<file path="config.mk">
export PLATFORM = sky130hd
export DESIGN_NAME = plaintext_collector
export DESIGN_NICKNAME = d
export VERILOG_FILES = /design/src/rtl/crypto_pkg.sv /design/src/rtl/sync_fifo.sv /design/src/rtl/plaintext_collector.sv
export SDC_FILE = /design/constraint.sdc
export NUM_CORES = 1
export LEC_CHECK = 0
export CAP_MARGIN = 20
export CORE_UTILIZATION = 60
export DETAILED_ROUTE_END_ITERATION = 6
export DONT_BUFFER_PORTS = 1
export PLACE_DENSITY = 0.83
export SLEW_MARGIN = 40
export SYNTH_ARGS = -nofsm -noshare
export SYNTH_HDL_FRONTEND = slang
export SYNTH_HIERARCHICAL = 1
export SYNTH_SLANG_ARGS = --single-unit
</file>
<file path="constraint.sdc">
create_clock -name clk -period 4.8 [get_ports clk]
set_input_delay 0.96 -clock clk [delete_from_list [all_inputs] [get_ports clk]]
set_output_delay 0.96 -clock clk [all_outputs]
set_load 0.02 [all_outputs]
</file>
<file path="src/rtl/crypto_pkg.sv">
// Shared constants and types for the decryption datapath and its plaintext collector.
package crypto_pkg;

    localparam logic [7:0] NULL_CHAR        = 8'h00;
    localparam logic [7:0] LOWERCASE_A_CHAR = 8'h61;
    localparam logic [7:0] LOWERCASE_Z_CHAR = 8'h7A;

    localparam logic [1:0] MODE_DECRYPT = 2'b11;
    localparam int unsigned P = 227;
    localparam int unsigned Q = 225;

    typedef enum logic [1:0] {
        RUN,
        HALT,
        FLUSH
    } collector_state_t;

endpackage

</file>
<file path="src/rtl/sync_fifo.sv">
// Single-clock FIFO with a separately held occupancy count and a synchronous flush.
module sync_fifo #(
    parameter int unsigned DEPTH = 16,
    parameter int unsigned WIDTH = 8
) (
    input  logic                       clk,
    input  logic                       rst,
    input  logic                       flush,
    input  logic                       wr_en,
    input  logic                       rd_en,
    input  logic [WIDTH-1:0]           din,
    output logic [WIDTH-1:0]           dout,
    output logic [$clog2(DEPTH+1)-1:0] count,
    output logic                       full,
    output logic                       empty
);

    localparam int unsigned PW = (DEPTH > 1) ? $clog2(DEPTH) : 1;
    localparam int unsigned CW = $clog2(DEPTH+1);

    logic [WIDTH-1:0] mem [DEPTH];
    logic [PW-1:0]    wr_ptr;
    logic [PW-1:0]    rd_ptr;

    always_ff @(posedge clk) begin
        if (wr_en) begin
            mem[wr_ptr] <= din;
        end
    end

    // Power-of-two depth lets the pointers wrap by natural overflow.
    always_ff @(posedge clk) begin
        if (rst || flush) begin
            wr_ptr <= '0;
            rd_ptr <= '0;
            count  <= '0;
        end else begin
            if (wr_en) wr_ptr <= wr_ptr + PW'(1);
            if (rd_en) rd_ptr <= rd_ptr + PW'(1);
            case ({wr_en, rd_en})
                2'b10:   count <= count + CW'(1);
                2'b01:   count <= count - CW'(1);
                default: count <= count;
            endcase
        end
    end

    assign dout  = mem[rd_ptr];
    assign full  = (count == CW'(DEPTH));
    assign empty = (count == '0);

endmodule

</file>
<file path="src/rtl/plaintext_collector.sv">
// Buffers decrypted plaintext for the consumer, aligns and latches decryption
// error flags, and halts intake after a secret-key error until cleared.
module plaintext_collector
    import crypto_pkg::*;
#(
    parameter int unsigned DEPTH           = 16,
    parameter int unsigned CNT_W           = 8,
    parameter bit          HALT_ON_KEY_ERR = 1'b1
) (
    input  logic                       clk,
    input  logic                       rst,
    input  logic [7:0]                 in_plaintext,
    input  logic                       in_valid,
    input  logic                       in_err_ctxt,
    input  logic                       in_err_seckey,
    input  logic                       clr_err,
    output logic [7:0]                 out_data,
    output logic                       out_valid,
    input  logic                       out_ready,
    output logic [$clog2(DEPTH+1)-1:0] count,
    output logic                       full,
    output logic                       empty,
    output logic                       overflow,
    output logic [CNT_W-1:0]           err_ctxt_cnt,
    output logic                       err_key,
    output logic                       halted
);

    localparam logic [CNT_W-1:0] CNT_MAX = '1;

    collector_state_t state;
    logic             err_ctxt_d;
    logic             err_key_d;
    logic             push_req;
    logic             push_acc;
    logic             pop;
    logic             flush;
    logic [7:0]       fifo_dout;

    assign push_req  = in_valid && (state == RUN);
    assign pop       = out_valid && out_ready;
    assign push_acc  = push_req && (!full || pop);
    assign flush     = (state == FLUSH);
    assign out_valid = !empty && (state != FLUSH);
    assign out_data  = empty ? NULL_CHAR : fifo_dout;
    assign halted    = (state == HALT);

    sync_fifo #(
        .DEPTH (DEPTH),
        .WIDTH (8)
    ) u_fifo (
        .clk   (clk),
        .rst   (rst),
        .flush (flush),
        .wr_en (push_acc),
        .rd_en (pop),
        .din   (in_plaintext),
        .dout  (fifo_dout),
        .count (count),
        .full  (full),
        .empty (empty)
    );

    // Error events override a same-cycle clr_err so no event is ever lost.
    always_ff @(posedge clk) begin
        if (rst) begin
            state        <= RUN;
            err_ctxt_d   <= 1'b0;
            err_key_d    <= 1'b0;
            overflow     <= 1'b0;
            err_ctxt_cnt <= '0;
            err_key      <= 1'b0;
        end else begin
            err_ctxt_d <= in_err_ctxt;
            err_key_d  <= in_err_seckey;

            if (push_req && full && !pop) overflow <= 1'b1;
            else if (clr_err)             overflow <= 1'b0;

            if (err_ctxt_d) begin
                if (clr_err)                     err_ctxt_cnt <= CNT_W'(1);
                else if (err_ctxt_cnt != CNT_MAX) err_ctxt_cnt <= err_ctxt_cnt + CNT_W'(1);
            end else if (clr_err) begin
                err_ctxt_cnt <= '0;
            end

            if (err_key_d)    err_key <= 1'b1;
            else if (clr_err) err_key <= 1'b0;

            case (state)
                RUN:     if (err_key_d && HALT_ON_KEY_ERR) state <= HALT;
                HALT:    if (clr_err) state <= FLUSH;
                FLUSH:   state <= RUN;
                default: state <= RUN;
            endcase
        end
    end

endmodule

</file>
Word-level counts from Yosys, hierarchy flattened:

Memory sizes are Yosys's and may differ from the RTL's. A register that Yosys moved wholly into a read port is not among the register bits.
Index checks and enable logic that the tools add are counted.

* output and inout port bits: 27
* logic and storage cells: 60
* memories kept: 1
* bits in writable memories: 128
* register bits after elaboration: 27

Memory list
* u_fifo.mem: depth 16, width 8, read ports 1, clocked after memory_dff 1, wr ports 1, line sync_fifo.sv:21 `logic [WIDTH-1:0] mem [DEPTH];`

* reductions and logical operators: 20
* $add $sub $neg: 5
* mux-type cells: 16
* eq/ne operators: 9

Operators by type and width (number)
* 2-to-1 mux 8 bit: 5
* one-hot mux 5 bit (2 select lines): 1
* nonzero test 2 bit: 5
* adder 4 x 1 -> 4 bit (second input constant): 2
* adder 8 x 1 -> 8 bit (second input constant): 1
* 2-to-1 mux 4 bit: 2
* inequality test 8 bit (second input constant): 1
* logical AND 1 bit: 6
* inequality test 2 bit (second input constant): 3
* adder 5 x 1 -> 5 bit (second input constant): 1
* == test 5 bit (second input constant): 1
* zero test 5 bit: 1
* 2-to-1 mux 1 bit: 5
* subtractor 5 x 1 -> 5 bit (second input constant): 1
* == test 2 x 1 -> 1 bit (second input constant): 2
* == test 2 bit (second input constant): 2
* 2-to-1 mux 2 bit: 2
* one-hot mux 2 bit (2 select lines): 1
* AND reduction 2 bit: 2
* zero test 1 bit: 3
* zero test 2 bit: 1
* logical OR 1 bit: 2

Depth between registers and ports, before layout:

Gate-level depths: netlist (run 1).

* word-level depth: 8
* mapped depth: 13

Hierarchy:

The synthesis (run 1) kept the hierarchy.

Modules (own cells, without submodules)
* sync_fifo: cells each 312, instances 1, area an instance 5884.4 sq um
* plaintext_collector: cells each 84, instances 1, area an instance 724.4 sq um

Worst setup path after synthesis (run 1):

OpenSTA, ideal clock, no wires.

* path kind: input -> register
* start point: input out_ready
* end point: register u_fifo.count[4]
* data arrival time: 3267 ps
* buffers on the path: 1
* stages: 12
* slack: 1469 ps
* path through: inv_1 -> o31a_1 -> nor4b_1 -> clkbuf_1 -> inv_1 -> ha_1 -> xor2_1 -> ha_1 -> a21oi_1 -> a221oi_1 -> or4_1 -> nand4_1

* cells in the longest elaborated chain, start to end: 5
* elaborated cells between the ends (all ways): 7
* those cells by class: 2 x eq/ne; 1 x mux; 4 x reduce/logical

RTL lines
* start, declared: line plaintext_collector.sv:19 `input logic out_ready,`
* logical AND 1 bit (*): line plaintext_collector.sv:41 `assign pop = out_valid && out_ready;`
* logical OR 1 bit (*): line plaintext_collector.sv:42 `assign push_acc = push_req && (!full || pop);`
* logical AND 1 bit (*): line plaintext_collector.sv:42
* named net push_acc: line plaintext_collector.sv:35 `logic push_acc;`
* == test 2 x 1 -> 1 bit / == test 2 bit (equally long branches): line sync_fifo.sv:40 `case ({wr_en, rd_en})`
* one-hot mux 5 bit (2 select lines) / nonzero test 2 bit (equally long branches)
* end signal, assigned: line sync_fifo.sv:41 `2'b10: count <= count + CW'(1);`
* end signal, assigned: line sync_fifo.sv:42 `2'b01: count <= count - CW'(1);`
* end signal, assigned: line sync_fifo.sv:43 `default: count <= count;`
* end, declared: line sync_fifo.sv:13 `output logic [$clog2(DEPTH+1)-1:0] count,`

The timed path passes the listed nets; every way through them passes the cells marked *.
A chain may end at the register's enable or synchronous reset.

==> results of run 1 <==
-- report_power, final --
part	internal, mW	leakage (nW)	switching (mW)
Sequential	1.56	1.41	0.138
Clock	0.897	0.295	0.544
Combinational	0.330	0.722	0.418
Total	2.78	2.42	1.10
-- area by class of cell --
class                      instances  area, um2
clock inverter                    14        215
fill                             625       3200
multi-input combinational        210       1980
inverter                          10       37.5
tap                              136        170
clock buffer                      18        418
sequential                       159       4470
timing repair buffer               3       22.5
-- worst max path at each step --
stage / to / startpoint / slack [ps] / depth (start not counted)
after global routing: out_data[5] / register / 700 / 5
after global placement: u_fifo/count[4] / out_ready / 1320 / 12
final: out_data[5] / register / 850 / 5
after detailed placement: u_fifo/count[4] / out_ready / 1270 / 12
after floorplan: u_fifo/count[4] / out_ready / 1470 / 12
after CTS: out_data[5] / register / 820 / 5
-- registers in the layout, summed over array words and instances (netlist names), named ones only --
| name | count |
|---|---|
| err_ctxt_cnt | 8 |
| err_ctxt_d | 1 |
| err_key | 1 |
| err_key_d | 1 |
| overflow | 1 |
| state | 2 |
| u_fifo/count | 5 |
| u_fifo/mem | 128 |
| u_fifo/rd_ptr | 4 |
| u_fifo/wr_ptr | 4 |
-- per-stage QoR --
stage               worst slack, ps  hold slack, ps
CTS                             822             463
detailed placement             1270             471
global route                    701             463
floorplan                      1470             431
finish                          854             479
global placement               1320             450
-- cells by family (layout without fill, tap and decap cells) --
group | count (synthesis) | after routing | synth area share
flip-flops | 159 | 159 | 0.676
AND/OR/NAND/NOR | 110 | 110 | 0.0939
AO/OA/AOI/OAI | 45 | 45 | 0.0502
multiplexers | 36 | 36 | 0.124
buffers and inverters | 27 | 45 | 0.0254
adder cells (fa/ha/maj) | 10 | 10 | 0.0189
XOR/XNOR | 9 | 9 | 0.0119
-- Yosys cell counts, types with 2 or more instances --
cell / number
nand3_1: 6
nor2b_1: 13
a41oi_1: 3
edfxtp_1: 128
nand3b_1: 2
o21ai_0: 4
nand2_1: 18
a2111oi_1: 2
o31a_1: 2
inv_1: 10
mux4_2: 16
mux2i_1: 4
nor3_1: 5
ha_1: 10
nor4b_1: 2
buf_2: 2
clkbuf_1: 5
a22oi_1: 16
nand2b_1: 2
nor3b_1: 4
xor2_1: 6
nor2_1: 19
clkdlybuf4s25_2: 2
a2111oi_0: 2
nand4b_1: 2
and4_1: 2
nand4_1: 6
or4_1: 2
and3_1: 3
dfxtp_1: 31
a21oi_1: 6
xnor2_1: 3
mux4_1: 16
buf_6: 2
buf_4: 3
and2_1: 17
-- worst register-to-register path, delay by kind of cell, from the launching register on --
family | cells | cell delay [ps]
simple gates | 5 | 1490
flops | 1 | 420
xor+xnor | 1 | 110
compound gates | 3 | 600
fa+ha+maj | 2 | 540
buf+inv | 2 | 290
-- per-layer routing --
layer	vias up	GRT usage	routed length [um]
met5	-	0	0
met4	0	0.0998	259
met3	34	0.0754	1240
met2	223	0.404	6750
met1	1926	0.337	5310
li1	1597	-	-
==> results.tsv, run 1 <==
stage	metric	value	unit
setup_path	r2r-end	u_fifo/count[4]	
sta	hold_viol	0	
logic_synthesis	synth_top_area_cell	edfxtp_1	
floorplanning	initial_core_util	0.629	
setup_path	cp_max_fo	21	
setup_path	crit_slowest_cell	dfxtp_2	
logic_synthesis	ys_types	56	
floorplanning	die_h	107	um
logic_synthesis	syn_area	6610	um2
setup_path	slowest_delay	790	ps
clock_network	path_clk_slew	60	ps
clock_network	cts_tree	done	
sta	min_period	3950	ps
logic_synthesis	postSynthAreaPerCell	16.7	um2
clock_network	clock-sinks	159	
logic_synthesis	netlist.area_leader.share	0.582	
grt	grt_pass1_wl	20.5	mm
placement	place_area	6670	um2
hold_path	hold_path.class	reg2reg	
sta	min_period_over_period	0.822	
setup_path	reg2regPathDepth	13	
setup_path	ff2ff_setup_slack	1300	ps
sta	fmax	253	MHz
grt	grt_max_degree	33	
sta	relSlewSlack	0.378	
power	p_total	3.88	mW
clock_network	cts_hold_buf	0	
clock_network	postCtsSetupBuffers	0	
hold_path	hp-start	err_key_d	
layout	fin_area	7310	um2
logic_synthesis	ys_seq_area_frac	0.676	
logic_synthesis	netlist_instances	396	
placement	gp_congestion	0.819	
sta	rsz0062_at_grt	no	
layout	n_antenna_cell	0	
setup_path	arrival	2990	ps
clock_network	clock_path_buffers	2	
logic_synthesis	async_flop_share	0	
clock_network	htree_num_levels	4	
sta	finalMaxSlewViolations	0	
floorplanning	row_count	37	
clock_network	numCtsBuffers	17	
sta	worst_clock_skew	7.06	ps
setup_path	critPathTopFamily	flip-flops	
layout	utilization	0.696	
placement	io_buffers	0	
outcome	outcome	complete, no violations	
layout	final_layout_size_suffix_gt1_frac	0.135	
logic_synthesis	ys_warn_count	6	
routing	drcViolationCount	0	
clock_network	cts_resized	0	
sta	final.setup.tns	0	ps
logic_synthesis	ys.flop_type	edfxtp_1	
routing	vias	3780	
layout	mostFrequentLayoutCells	128 x edfxtp_1, 29 x dfxtp_1, 19 x nor2_1	
floorplanning	io_pins	42	
grt	antenna_found_initial	0	
grt	track_usage	0.256	
flow_run	max_cap_viol_count	0	
setup_path	crit_chain	buf_4 > mux4_1 > a22oi_1 > nand2_1 > nor2b_1	
placement	dp_cells	518	
routing	wire_per_inst	24.6	um
power	peakVddDrop	510	uV
clock_network	clock_latency	540	ps
setup_path	crit_type	reg2out	
power	powerDensity	531	nW/um2
grt	grt-ovfl-total	0	
setup_path	cp-end-kind	primary output	
clock_network	cts_root_buffer	clkbuf_8	
layout	layout.cells.non_filler	550	
routing	initialDrtViolationCount	462	
sta	setup-violations-final	0	
logic_synthesis	synthTopCellsByArea	edfxtp_1 58%, dfxtp_1 9.4%, mux4_1 6.4%	
layout	syn_to_final_growth	10.6	%
routing	first_pass_iters	7	
power	p_leak	2.42	nW
setup_path	crit_buf_inv	1	
setup_path	worst_setup_path_start_kind	register	
floorplanning	die_area	11400	um2
logic_synthesis	synth_edf_count	128	
layout	final_common_cell	edfxtp_1	
logic_synthesis	synth_seq_cells	159	
routing	routed_via_density	6.87	
routing	antenna_left	0	
floorplanning	core	10500	um2
floorplanning	die_w	107	um
logic_synthesis	syn_nets	421	
hold_path	min_path_cells	2	
sta	tightest_slew	932	ps
layout	fin_nets	426	
setup_path	r2r-start	u_fifo/count[0]	
placement	hpwl	7.86	mm
hold_path	hold_end	err_key	
routing	wirelength	13.6	mm
grt	grt_pass1_vias	3626	
setup_path	worstPathRequired	3840	ps
(Power assumes the default switching activity.)
==> run 2: changes to the inputs <==
--- a/config.mk
+++ b/config.mk
@@ -6,10 +6,10 @@
 export NUM_CORES = 1
 export LEC_CHECK = 0
 export CAP_MARGIN = 20
-export CORE_UTILIZATION = 60
+export CORE_UTILIZATION = 57
 export DETAILED_ROUTE_END_ITERATION = 6
 export DONT_BUFFER_PORTS = 1
-export PLACE_DENSITY = 0.83
+export PLACE_DENSITY = 0.82
 export SLEW_MARGIN = 40
 export SYNTH_ARGS = -nofsm -noshare
 export SYNTH_HDL_FRONTEND = slang
==> constraint.sdc (replaced) <==
create_clock -name clk -period 3.25 [get_ports clk]
set_input_delay 0.65 -clock clk [delete_from_list [all_inputs] [get_ports clk]]
set_output_delay 0.65 -clock clk [all_outputs]
set_load 0.02 [all_outputs]
==> results.tsv, run 2 (same netlist as run 1, synthesis figures left out) <==
stage	metric	value	unit	change
sta	rsz0062_at_grt	no		
clock_network	numCtsBuffers	17		unchanged
setup_path	r2r-start	u_fifo/count[3]		
clock_network	htree_num_levels	4		unchanged
placement	gp_congestion	0.824		+0.52%
grt	track_usage	0.232		-0.0242
power	p_leak	2.45	nW	+1.1%
layout	final_common_cell	edfxtp_1		
routing	initialDrtViolationCount	276		-40%
layout	n_antenna_cell	0		unchanged
setup_path	crit_start	u_fifo/count[3]		
routing	vias	3567		-5.6%
sta	hold_viol	0		unchanged
setup_path	worstPathRequired	3600	ps	-240 ps
clock_network	cts_root_buffer	clkbuf_16		
setup_path	crit_slowest_cell	or4_1		
routing	dr_wl_met2	6.44	mm	-4.5%
layout	final_layout_size_suffix_gt1_frac	0.164		+0.0282
sta	setup-violations-final	0		unchanged
setup_path	cp-end-kind	register		
floorplanning	core	11100	um2	+5.4%
setup_path	slowest_delay	570	ps	-220 ps
grt	grt_pass1_vias	3564		-1.7%
routing	routed-wl-met3	772	um	-37%
routing	first_pass_iters	5		-2
clock_network	clock_latency	420	ps	-120 ps
setup_path	path_common_cell	or4_1		
layout	mostFrequentLayoutCells	128 x edfxtp_1, 30 x dfxtp_1, 18 x nor2_1, 18 x nand2_1		
sta	finalMaxSlewViolations	0		unchanged
setup_path	arrival	3400	ps	+410 ps
clock_network	path_clk_slew	60	ps	about the same
floorplanning	die_w	110	um	+2.5%
power	powerDensity	754	nW/um2	+42%
sta	min_period	3040	ps	
layout	reg_top3	u_fifo/mem: 128 flops, err_ctxt_cnt: 8 flops, u_fifo/count: 5 flops		
setup_path	cp_max_fo	9		-57%
clock_network	clock_path_buffers	2		unchanged
setup_path	endpoint	u_fifo/count[4]		
setup_path	ff2ff_setup_slack	210	ps	-1090 ps
setup_path	crit_type	reg2reg		
layout	largest_reg_flops	128		unchanged
sta	min_period_over_period	0.936		
clock_network	clock-sinks	159		unchanged
routing	wire_per_inst	22.5	um	-8.8%
floorplanning	die_h	110	um	+2.5%
layout	largest_register	u_fifo/mem		
layout	syn_to_final_growth	10.8	%	
grt	grt_max_degree	33		unchanged
setup_path	reg2regPathDepth	11		-2
floorplanning	die_area	12000	um2	+5.2%
routing	routed_via_density	6.35		-7.6%
clock_network	cts_tree	done		
floorplanning	initial_core_util	0.597		-0.0323
placement	io_buffers	0		unchanged
routing	drcViolationCount	0		unchanged
placement	hpwl	8.35	mm	+6.2%
sta	fmax	329	MHz	
power	p_total	5.52	mW	+42%
grt	antenna_found_initial	0		unchanged
sta	relSlewSlack	0.503		+0.125
layout	utilization	0.661		-0.0345
layout	fin_nets	434		+1.9%
sta	worst_clock_skew	5.83	ps	-1.23 ps
power	peakVddDrop	596	uV	+17%
setup_path	r2r-end	u_fifo/count[4]		
routing	wl_met1	5.15	mm	-3.0%
grt	grt-ovfl-total	0		unchanged
routing	routed.top_layer	met4		
routing	antenna_left	0		unchanged
floorplanning	io_pins	42		unchanged
outcome	outcome	complete, no violations		
routing	wirelength	12.6	mm	-6.8%
sta	tightest_slew	744	ps	-187 ps
floorplanning	row_count	38		+2.7%
grt	grt_pass1_wl	19.5	mm	-4.7%
hold_path	hold_path.class	in2reg		
flow_run	max_cap_viol_count	0		unchanged
sta	final.setup.tns	0	ps	unchanged
setup_path	crit_chain	or4_1 > nor2_2 > o31a_1 > nor4b_2 > inv_1 > ha_2 > ha_1 > nor3b_1 > a221oi_1 > or4_1 > nand4_1		
setup_path	worst_setup_path_start_kind	register		
==> run 2: per-stage QoR <==
step / cells / area (um2) / setup slack, ps / hold slack (ps)
floorplan: 396 / 6610 / 4.36 / 431
global placement: 530 / 6750 / 206 / 454
finish: 562 / 7330 / 208 / 297
detailed placement: 530 / 6750 / 84.0 / 459
global route: 562 / 7330 / 50.2 / 284
CTS: 562 / 7310 / 148 / 284
==> run 2: cell type report <==
| type | instances | area [um2] |
|---|---|---|
| inverters | 10 | 37.5 |
| flip-flops and latches | 159 | 4470 |
| well taps | 140 | 175 |
| multi-input cells | 210 | 2000 |
| repair buffers | 11 | 95.1 |
| fillers | 744 | 3750 |
| clock inverters | 15 | 130 |
| clock buffers | 17 | 425 |
==> run 2: power by group <==
part / internal (mW) / switching (mW) / total (mW)
sequential: 2.30 / 0.0649 / 2.36
combinational: 0.563 / 0.772 / 1.33
clock: 1.00 / 0.824 / 1.83
==> run 2: worst max-delay path, delay by kind of cell (launching register included) <==
family	cells	cell delay (ps)
AO/OA/AOI/OAI	2	340
buffers and inverters	1	130
flip-flops	1	310
AND/OR/NAND/NOR	6	1630
adder cells (fa/ha/maj)	2	590
==> run 2: worst min path at each step <==
stage	startpoint	endpoint	slack, ps	cells past startpoint
4_1_cts	rst	err_key_d	280	1
6_report	rst	err_ctxt_d	300	1
2_1_floorplan	err_key_d	err_key	430	2
3_3_place_gp	err_key_d	err_key	450	2
3_5_place_dp	err_key_d	err_key	460	2
5_1_grt	rst	err_key_d	280	1
==> run 2: metal layers <==
layer,global-route usage,vias up
li1,-,1613
met2,0.381,147
met5,0,-
met4,0.106,0
met1,0.297,1786
met3,0.0498,21
==> run 2: timing repair <==
item                       in CTS  in global routing
buffers inserted                0                  0
hold buffers                    0                  0
resized for setup               0                  3
setup endpoints to repair       0                  2
==> run 3: changes to the inputs <==
--- a/config.mk
+++ b/config.mk
@@ -5,7 +5,7 @@
 export SDC_FILE = /design/constraint.sdc
 export NUM_CORES = 1
 export LEC_CHECK = 0
-export CAP_MARGIN = 20
+export CAP_MARGIN = 30
 export CORE_UTILIZATION = 57
 export DETAILED_ROUTE_END_ITERATION = 6
 export DONT_BUFFER_PORTS = 1
==> results of run 3 <==
No change in the layout: final DEF, timing and power equal those of run 2.
